$ cat config.mk
export PLATFORM = sky130hd
export DESIGN_NAME = wb_arbiter
export DESIGN_NICKNAME = d
export VERILOG_FILES = /design/src/rtl/wb_arbiter_pkg.sv /design/src/rtl/wb_fifo.sv /design/src/rtl/wb_arbiter.sv
export SDC_FILE = /design/constraint.sdc
export NUM_CORES = 1
export LEC_CHECK = 0
export CORE_AREA = 10 10 153 155
export DETAILED_ROUTE_END_ITERATION = 10
export DIE_AREA = 0 0 163 165
export PLACE_DENSITY = 0.79
export SETUP_SLACK_MARGIN = 0.05
export SLEW_MARGIN = 25
export SYNTH_ARGS = -nofsm -noshare
export SYNTH_HDL_FRONTEND = slang
export SYNTH_SLANG_ARGS = --single-unit
$ cat constraint.sdc
create_clock -name clk -period 4.07 [get_ports clk]
set_clock_uncertainty 0.2 [all_clocks]
set_input_delay 1.0175 -clock clk [delete_from_list [all_inputs] [get_ports clk]]
set_output_delay 1.0175 -clock clk [all_outputs]
set_load 0.02 [all_outputs]
$ cat src/rtl/wb_arbiter_pkg.sv
// rtl/wb_arbiter_pkg.sv - shared types, constants and helpers for the writeback arbiter
//
// Purpose: unit identifiers, FIFO sizing and the buffered result record used by
//          wb_arbiter, wb_fifo and their bench.
// Ports:   none (package). Supplies default `WORD_SIZE / `ROB_ENTRY_WIDTH when the
//          surrounding build does not define them.

`ifndef WORD_SIZE
`define WORD_SIZE 32
`endif
`ifndef ROB_ENTRY_WIDTH
`define ROB_ENTRY_WIDTH 4
`endif

package wb_arbiter_pkg;

   typedef enum logic [1:0] {
      FU_ALU = 2'd0,
      FU_MEM = 2'd1,
      FU_MUL = 2'd2
   } fu_id_t;

   localparam int NUM_FU        = 3;
   localparam int WB_FIFO_DEPTH = 2;

   typedef struct packed {
      logic [`ROB_ENTRY_WIDTH-1:0] rob_id;
      logic [`WORD_SIZE-1:0]       data;
   } wb_result_t;

   // (base + step) mod 3, for step in 0..2
   function automatic fu_id_t fu_rotate(fu_id_t base, logic [1:0] step);
      logic [2:0] sum;
      sum = {1'b0, base} + {1'b0, step};
      if (sum >= 3'd3) begin
         sum = sum - 3'd3;
      end
      return fu_id_t'(sum[1:0]);
   endfunction

endpackage

$ cat src/rtl/wb_fifo.sv
// rtl/wb_fifo.sv - two-entry result FIFO with flush, one per functional unit
//
// Purpose: buffers completed results of one unit until the arbiter grants them.
// Ports:   clk, rst (async, active-low); push/din write an entry unless full;
//          pop retires the head unless empty; flush empties the FIFO (wins over
//          push/pop); head is the oldest entry; empty/full report occupancy.

import wb_arbiter_pkg::*;

module wb_fifo #(
   parameter int WIDTH = 36,
   parameter int DEPTH = WB_FIFO_DEPTH
) (
   input  logic             clk,
   input  logic             rst,
   input  logic             push,
   input  logic             pop,
   input  logic             flush,
   input  logic [WIDTH-1:0] din,
   output logic [WIDTH-1:0] head,
   output logic             empty,
   output logic             full
);

   localparam logic [1:0] DEPTH_C = 2'(DEPTH);

   logic [WIDTH-1:0] mem_q [2];
   logic             rd_q, rd_d;
   logic             wr_q, wr_d;
   logic [1:0]       cnt_q, cnt_d;
   logic             do_push, do_pop;

   assign empty   = (cnt_q == 2'd0);
   assign full    = (cnt_q == DEPTH_C);
   assign head    = mem_q[rd_q];
   assign do_push = push && !full && !flush;
   assign do_pop  = pop && !empty && !flush;

   always_comb begin
      rd_d  = rd_q;
      wr_d  = wr_q;
      cnt_d = cnt_q;
      if (flush) begin
         rd_d  = 1'b0;
         wr_d  = 1'b0;
         cnt_d = 2'd0;
      end else begin
         if (do_push) wr_d = ~wr_q;
         if (do_pop)  rd_d = ~rd_q;
         case ({do_push, do_pop})
            2'b10:   cnt_d = cnt_q + 2'd1;
            2'b01:   cnt_d = cnt_q - 2'd1;
            default: cnt_d = cnt_q;
         endcase
      end
   end

   always_ff @(posedge clk or negedge rst) begin
      if (!rst) begin
         rd_q     <= 1'b0;
         wr_q     <= 1'b0;
         cnt_q    <= 2'd0;
         mem_q[0] <= '0;
         mem_q[1] <= '0;
      end else begin
         rd_q  <= rd_d;
         wr_q  <= wr_d;
         cnt_q <= cnt_d;
         if (do_push) mem_q[wr_q] <= din;
      end
   end

endmodule

$ cat src/rtl/wb_arbiter.sv
// rtl/wb_arbiter.sv - round-robin writeback arbiter for the ALU, MEM and MUL results
//
// Purpose: buffers each unit's results in a 2-entry FIFO and grants one per cycle,
//          round-robin, onto the ROB write / bypass bus. Optional macro
//          WB_ARB_BYPASS_EN lets an input whose FIFO is empty win directly.
// Ports:   clk, rst (async, active-low)
//          <unit>_valid/_data/_rob_id : result offered by alu, mem, mul
//          <unit>_stall               : that unit's FIFO is full
//          rob_wr_ready               : ROB accepts a write this cycle
//          jump_taken                 : discard all buffered and incoming results
//          wb_valid/_data/_rob_id/_fu : granted result (all zero when idle)

import wb_arbiter_pkg::*;

module wb_arbiter #(
   parameter int WORD_SIZE  = `WORD_SIZE,
   parameter int FIFO_DEPTH = WB_FIFO_DEPTH
) (
   input  logic                        clk,
   input  logic                        rst,
   input  logic                        alu_valid,
   input  logic [WORD_SIZE-1:0]        alu_data,
   input  logic [`ROB_ENTRY_WIDTH-1:0] alu_rob_id,
   input  logic                        mem_valid,
   input  logic [WORD_SIZE-1:0]        mem_data,
   input  logic [`ROB_ENTRY_WIDTH-1:0] mem_rob_id,
   input  logic                        mul_valid,
   input  logic [WORD_SIZE-1:0]        mul_data,
   input  logic [`ROB_ENTRY_WIDTH-1:0] mul_rob_id,
   output logic                        alu_stall,
   output logic                        mem_stall,
   output logic                        mul_stall,
   input  logic                        rob_wr_ready,
   input  logic                        jump_taken,
   output logic                        wb_valid,
   output logic [WORD_SIZE-1:0]        wb_data,
   output logic [`ROB_ENTRY_WIDTH-1:0] wb_rob_id,
   output logic [1:0]                  wb_fu
);

   localparam int ROBW = `ROB_ENTRY_WIDTH;
   localparam int RW   = WORD_SIZE + ROBW;

   logic [NUM_FU-1:0] in_valid, fifo_empty, fifo_full;
   logic [NUM_FU-1:0] push, pop, req, use_in, grant;
   logic [RW-1:0]     in_res    [NUM_FU];
   logic [RW-1:0]     fifo_head [NUM_FU];
   logic [RW-1:0]     cand      [NUM_FU];
   logic [RW-1:0]     win;
   fu_id_t            rr_ptr_q, rr_ptr_d;
   fu_id_t            gnt_fu, idx;
   logic              gnt_any;

   assign in_valid          = {mul_valid, mem_valid, alu_valid};
   assign in_res[FU_ALU]    = {alu_rob_id, alu_data};
   assign in_res[FU_MEM]    = {mem_rob_id, mem_data};
   assign in_res[FU_MUL]    = {mul_rob_id, mul_data};
   assign {mul_stall, mem_stall, alu_stall} = fifo_full;

   // Candidate per unit: the FIFO head, or (bypass build) the live input when
   // the FIFO is empty.
   always_comb begin
      use_in = '0;
      req    = '0;
      for (int i = 0; i < NUM_FU; i++) begin
`ifdef WB_ARB_BYPASS_EN
         use_in[i] = fifo_empty[i] && in_valid[i] && !jump_taken;
`else
         use_in[i] = 1'b0;
`endif
         req[i]  = !fifo_empty[i] || use_in[i];
         cand[i] = use_in[i] ? in_res[i] : fifo_head[i];
      end
   end

   // First requester found starting at rr_ptr wins.
   always_comb begin
      grant   = '0;
      gnt_any = 1'b0;
      gnt_fu  = FU_ALU;
      idx     = FU_ALU;
      if (rob_wr_ready && !jump_taken) begin
         for (int k = 0; k < NUM_FU; k++) begin
            idx = fu_rotate(rr_ptr_q, 2'(k));
            if (!gnt_any && req[idx]) begin
               grant[idx] = 1'b1;
               gnt_any    = 1'b1;
               gnt_fu     = idx;
            end
         end
      end
      rr_ptr_d = gnt_any ? fu_rotate(gnt_fu, 2'd1) : rr_ptr_q;
   end

   // A bypassed input that wins is consumed directly; one that loses is stored.
   always_comb begin
      push = in_valid & ~fifo_full & ~(use_in & grant);
      if (jump_taken) push = '0;
      pop = grant & ~use_in;
   end

   always_comb begin
      win       = cand[gnt_fu];
      wb_valid  = gnt_any;
      wb_data   = gnt_any ? win[WORD_SIZE-1:0] : '0;
      wb_rob_id = gnt_any ? win[RW-1:WORD_SIZE] : '0;
      wb_fu     = gnt_any ? gnt_fu : 2'd0;
   end

   always_ff @(posedge clk or negedge rst) begin
      if (!rst) begin
         rr_ptr_q <= FU_ALU;
      end else begin
         rr_ptr_q <= rr_ptr_d;
      end
   end

   for (genvar g = 0; g < NUM_FU; g++) begin : g_fifo
      wb_fifo #(
         .WIDTH (RW),
         .DEPTH (FIFO_DEPTH)
      ) u_fifo (
         .clk   (clk),
         .rst   (rst),
         .push  (push[g]),
         .pop   (pop[g]),
         .flush (jump_taken),
         .din   (in_res[g]),
         .head  (fifo_head[g]),
         .empty (fifo_empty[g]),
         .full  (fifo_full[g])
      );
   end

`ifndef SYNTHESIS
   // Producers must honour their stall; a push into a full FIFO is dropped.
   overflow_a : assert property (@(posedge clk) disable iff (!rst)
      !(|(in_valid & fifo_full) && !jump_taken))
      else $error("wb_arbiter: result offered to a full FIFO was dropped");
`endif

endmodule

==> results.json <==
{
  "outcome": "complete, no violations",
  "max_freq_mhz": 252,
  "tns_ps": 0,
  "min_delay_path_depth": 1,
  "worst_slack_ps": 97.9,
  "first_pass_iters": 4,
  "cts_sinks": 230,
  "slew_headroom_pct": 53.6,
  "hold_class": "register to register",
  "drc": 0,
  "clockBufferDepth": 3,
  "start_util_pct": 54.5,
  "port-buffer-count": 156,
  "io_pins": 157,
  "core_mm2": 0.0202,
  "overflow": 0,
  "worstPathArrival_ps": 2750,
  "via_per_inst": 5.76,
  "pre_cts_slack_ps": -539,
  "critical-path-top-delay-family": "compound AO/OA/AOI/OAI gates",
  "synth-seq-area-share_pct": 52.4,
  "die_w_um": 163,
  "slowest_delay_ps": 420,
  "syn_area_mm2": 0.0110,
  "rsz0062_at_grt": "false",
  "wl_per_cell_um": 22.4,
  "yosysUniqueCellTypes": 46,
  "yosys.area.top_type_share_pct": 52.4,
  "die_h_um": 165,
  "track_usage_pct": 20.8,
  "path_class": "register to output port",
  "critical_path_depth": 8,
  "clk_pin_slew_ps": 60,
  "vias": 7442,
  "dieArea_mm2": 0.0269,
  "setup.worst_path.start_class": "register",
  "grt_pass1_vias": 8111,
  "hpwl_um": 19500,
  "grt_start_max_net_pins": 91,
  "rows": 52,
  "yosysTopAreaCell": "dfrtp_1",
  "synth_flop_cell": "dfrtp_1",
  "tightest_slew_ps": 696,
  "r2r_end": "g_fifo[0].u_fifo.rd_q$_DFFE_PN0P_",
  "drv_slew": 0,
  "finalSetupViolations": 0,
  "power_density_mw_per_mm2": 696,
  "r2r-start": "rr_ptr_q[0]$_DFFE_PN0P_",
  "path_cells": "inv_1 > ha_4 > o21ai_0 > a21oi_1 > o2111ai_4 > clkbuf_16 > a211oi_4 > buf_6",
  "crit_required_ps": 2850,
  "endpoint": "wb_data[13]",
  "crit_fanout": 8,
  "fillCellCount": 1426,
  "antenna_left": 0,
  "yosys_register_bits": 230,
  "synth_fp_nets": 944,
  "yosys-top-cells-area": "dfrtp_1 (52%), mux2_2 (30%), mux2i_1 (3.3%), a211oi_1 (2.5%), o22ai_1 (2.0%)",
  "cts.htree.levels": 1,
  "routed_wl_um": 28900,
  "r2r_cells": 9,
  "layout-drive-gt1-share_pct": 47.5,
  "slowest_stage": "dfrtp_1",
  "syn_inst": 824,
  "clock_latency_ps": 520,
  "hold_violations": 0,
  "synth_edf_count": 0,
  "gp_congestion": 0.910,
  "antenna_found_initial": 2,
  "period_share_pct": 97.6,
  "end_kind": "output port",
  "ys_async_sr_fraction_pct": 100,
  "p_leak_uw": 0.00590,
  "area_growth_pct": 30.6,
  "cts-root-buf": "clkbuf_16",
  "grt_pass1_wl_um": 44800,
  "rrSetupSlack_ps": 1320,
  "ir_drop_uv": 483,
  "cts_tree": "done",
  "cts_buffers": 25,
  "nets": 1123,
  "yosysWarnings": 0,
  "layout_min_cycle_time_ps": 3970,
  "cts_hold_repair.buffers": 0,
  "avgSynthCellArea_um2": 13.3,
  "drtIter0Drc": 421,
  "critPathLaunch": "rr_ptr_q[0]$_DFFE_PN0P_",
  "cp.buffers_inverters": 3,
  "maxCapViolCount": 0
}
==> cells in the final DEF (no fill, tap or decap), drive strengths merged, types with 2 or more instances in the layout <==
cell and n:
a211oi 37, a21oi 14, a31oi 4, buf 86
bufinv 2, clkbuf 36, clkdlybuf4s50 114, clkinv 6
clkinvlp 2, dfrtp 230, diode 2, dlygate4sd2 3
dlymetal6s2s 2, ha 5, inv 11, mux2 291
mux2i 37, nand2 17, nand2b 3, nand3 6
nand3b 3, nand4 4, nor2 20, nor2b 9
nor3 7, o2111ai 3, o21ai 9, o21bai 2
o22ai 36, or2 3, xnor2 3, xor2 3
==> state kept, by name (all words and copies together), names as in the netlist <==
name,count
g_fifo.u_fifo.wr_q,3
rr_ptr_q,2
g_fifo.u_fifo.mem_q,216
g_fifo.u_fifo.cnt_q,6
g_fifo.u_fifo.rd_q,3
==> per-layer routing <==
layer  wire (µm)  track usage, %  vias to the layer above  share of wire [%]
met4         627            5.33                        2                2.2
met2       14300            35.1                      182                 49
met3        1830            5.13                       44                6.3
met5           9               0                        -              0.031
li1            -               -                     3393                  -
met1       12100            26.4                     3821                 42
==> area by class of cell <==
type / instances / area [µm²] / share of cell area [%]
diodes: 2 / 5.00 / 0.0349
clock buffers: 33 / 706 / 4.92
clock inverters: 11 / 114 / 0.794
inverters: 10 / 37.5 / 0.262
multi-input cells: 528 / 5330 / 37.1
flip-flops and latches: 230 / 5760 / 40.1
well taps: 270 / 338 / 2.35
repair buffers: 208 / 2060 / 14.4
==> power by group <==
group | leakage [µW] | switching [µW] | internal (µW)
combinational | 0.00276 | 1810 | 2050
sequential | 0.00273 | 562 | 3310
clock | 0.000404 | 904 | 1340
==> cell usage after synthesis (all sizes together) (5+ instances only) <==
cell type,number
nor2,20
dfrtp,230
nand3,6
nand2,17
o22ai,36
mux2,291
inv,10
mux2i,37
a211oi,37
clkbuf,33
buf,23
nor2b,9
nor3,7
ha,5
a21oi,14
o21ai,9
==> per-stage QoR <==
stage / util, % / total power, µW / instance area (µm²) / hold slack [ps] / cells
CTS: 69.0 / 9720 / 13900 / 304 / 1286
finish: 71.1 / 9990 / 14300 / 300 / 1292
floorplan: - / 6180 / 11000 / 274 / 824
global route: 71.1 / 10500 / 14300 / 313 / 1290
global placement: 65.4 / 7340 / 13200 / 281 / 1240
detailed placement: 65.4 / 7490 / 13200 / 287 / 1240
==> repair_timing <==
action / CTS / global route
resized for setup: 201 / 74
gates cloned: 1 / 3
setup buffers: 1 / 1
setup endpoints to repair: 39 / 38
pin swaps: 1 / 2
==> how the worst min path moves through the flow <==
stage | startpoint | to | slack [ps]
floorplan | g_fifo[2].u_fifo.mem_q[10]$_DFFE_PN0P_ | g_fifo[2].u_fifo.mem_q[10]$_DFFE_PN0P_ | 270
global placement | g_fifo[1].u_fifo.mem_q[3]$_DFFE_PN0P_ | g_fifo[1].u_fifo.mem_q[3]$_DFFE_PN0P_ | 280
detailed placement | g_fifo[1].u_fifo.mem_q[10]$_DFFE_PN0P_ | g_fifo[1].u_fifo.mem_q[10]$_DFFE_PN0P_ | 290
CTS | g_fifo[1].u_fifo.mem_q[26]$_DFFE_PN0P_ | g_fifo[1].u_fifo.mem_q[26]$_DFFE_PN0P_ | 300
global route | g_fifo[1].u_fifo.mem_q[10]$_DFFE_PN0P_ | g_fifo[1].u_fifo.mem_q[10]$_DFFE_PN0P_ | 310
finish | g_fifo[2].u_fifo.mem_q[20]$_DFFE_PN0P_ | g_fifo[2].u_fifo.mem_q[20]$_DFFE_PN0P_ | 300
==> cell families after synthesis <==
group	synth area share, %
mux	33.3
flops	52.4
compound gates	6.97
simple gates	3.65
buf+inv	2.57
xor+xnor	0.478
fa+ha+maj	0.660
(Power assumes the default switching activity.)
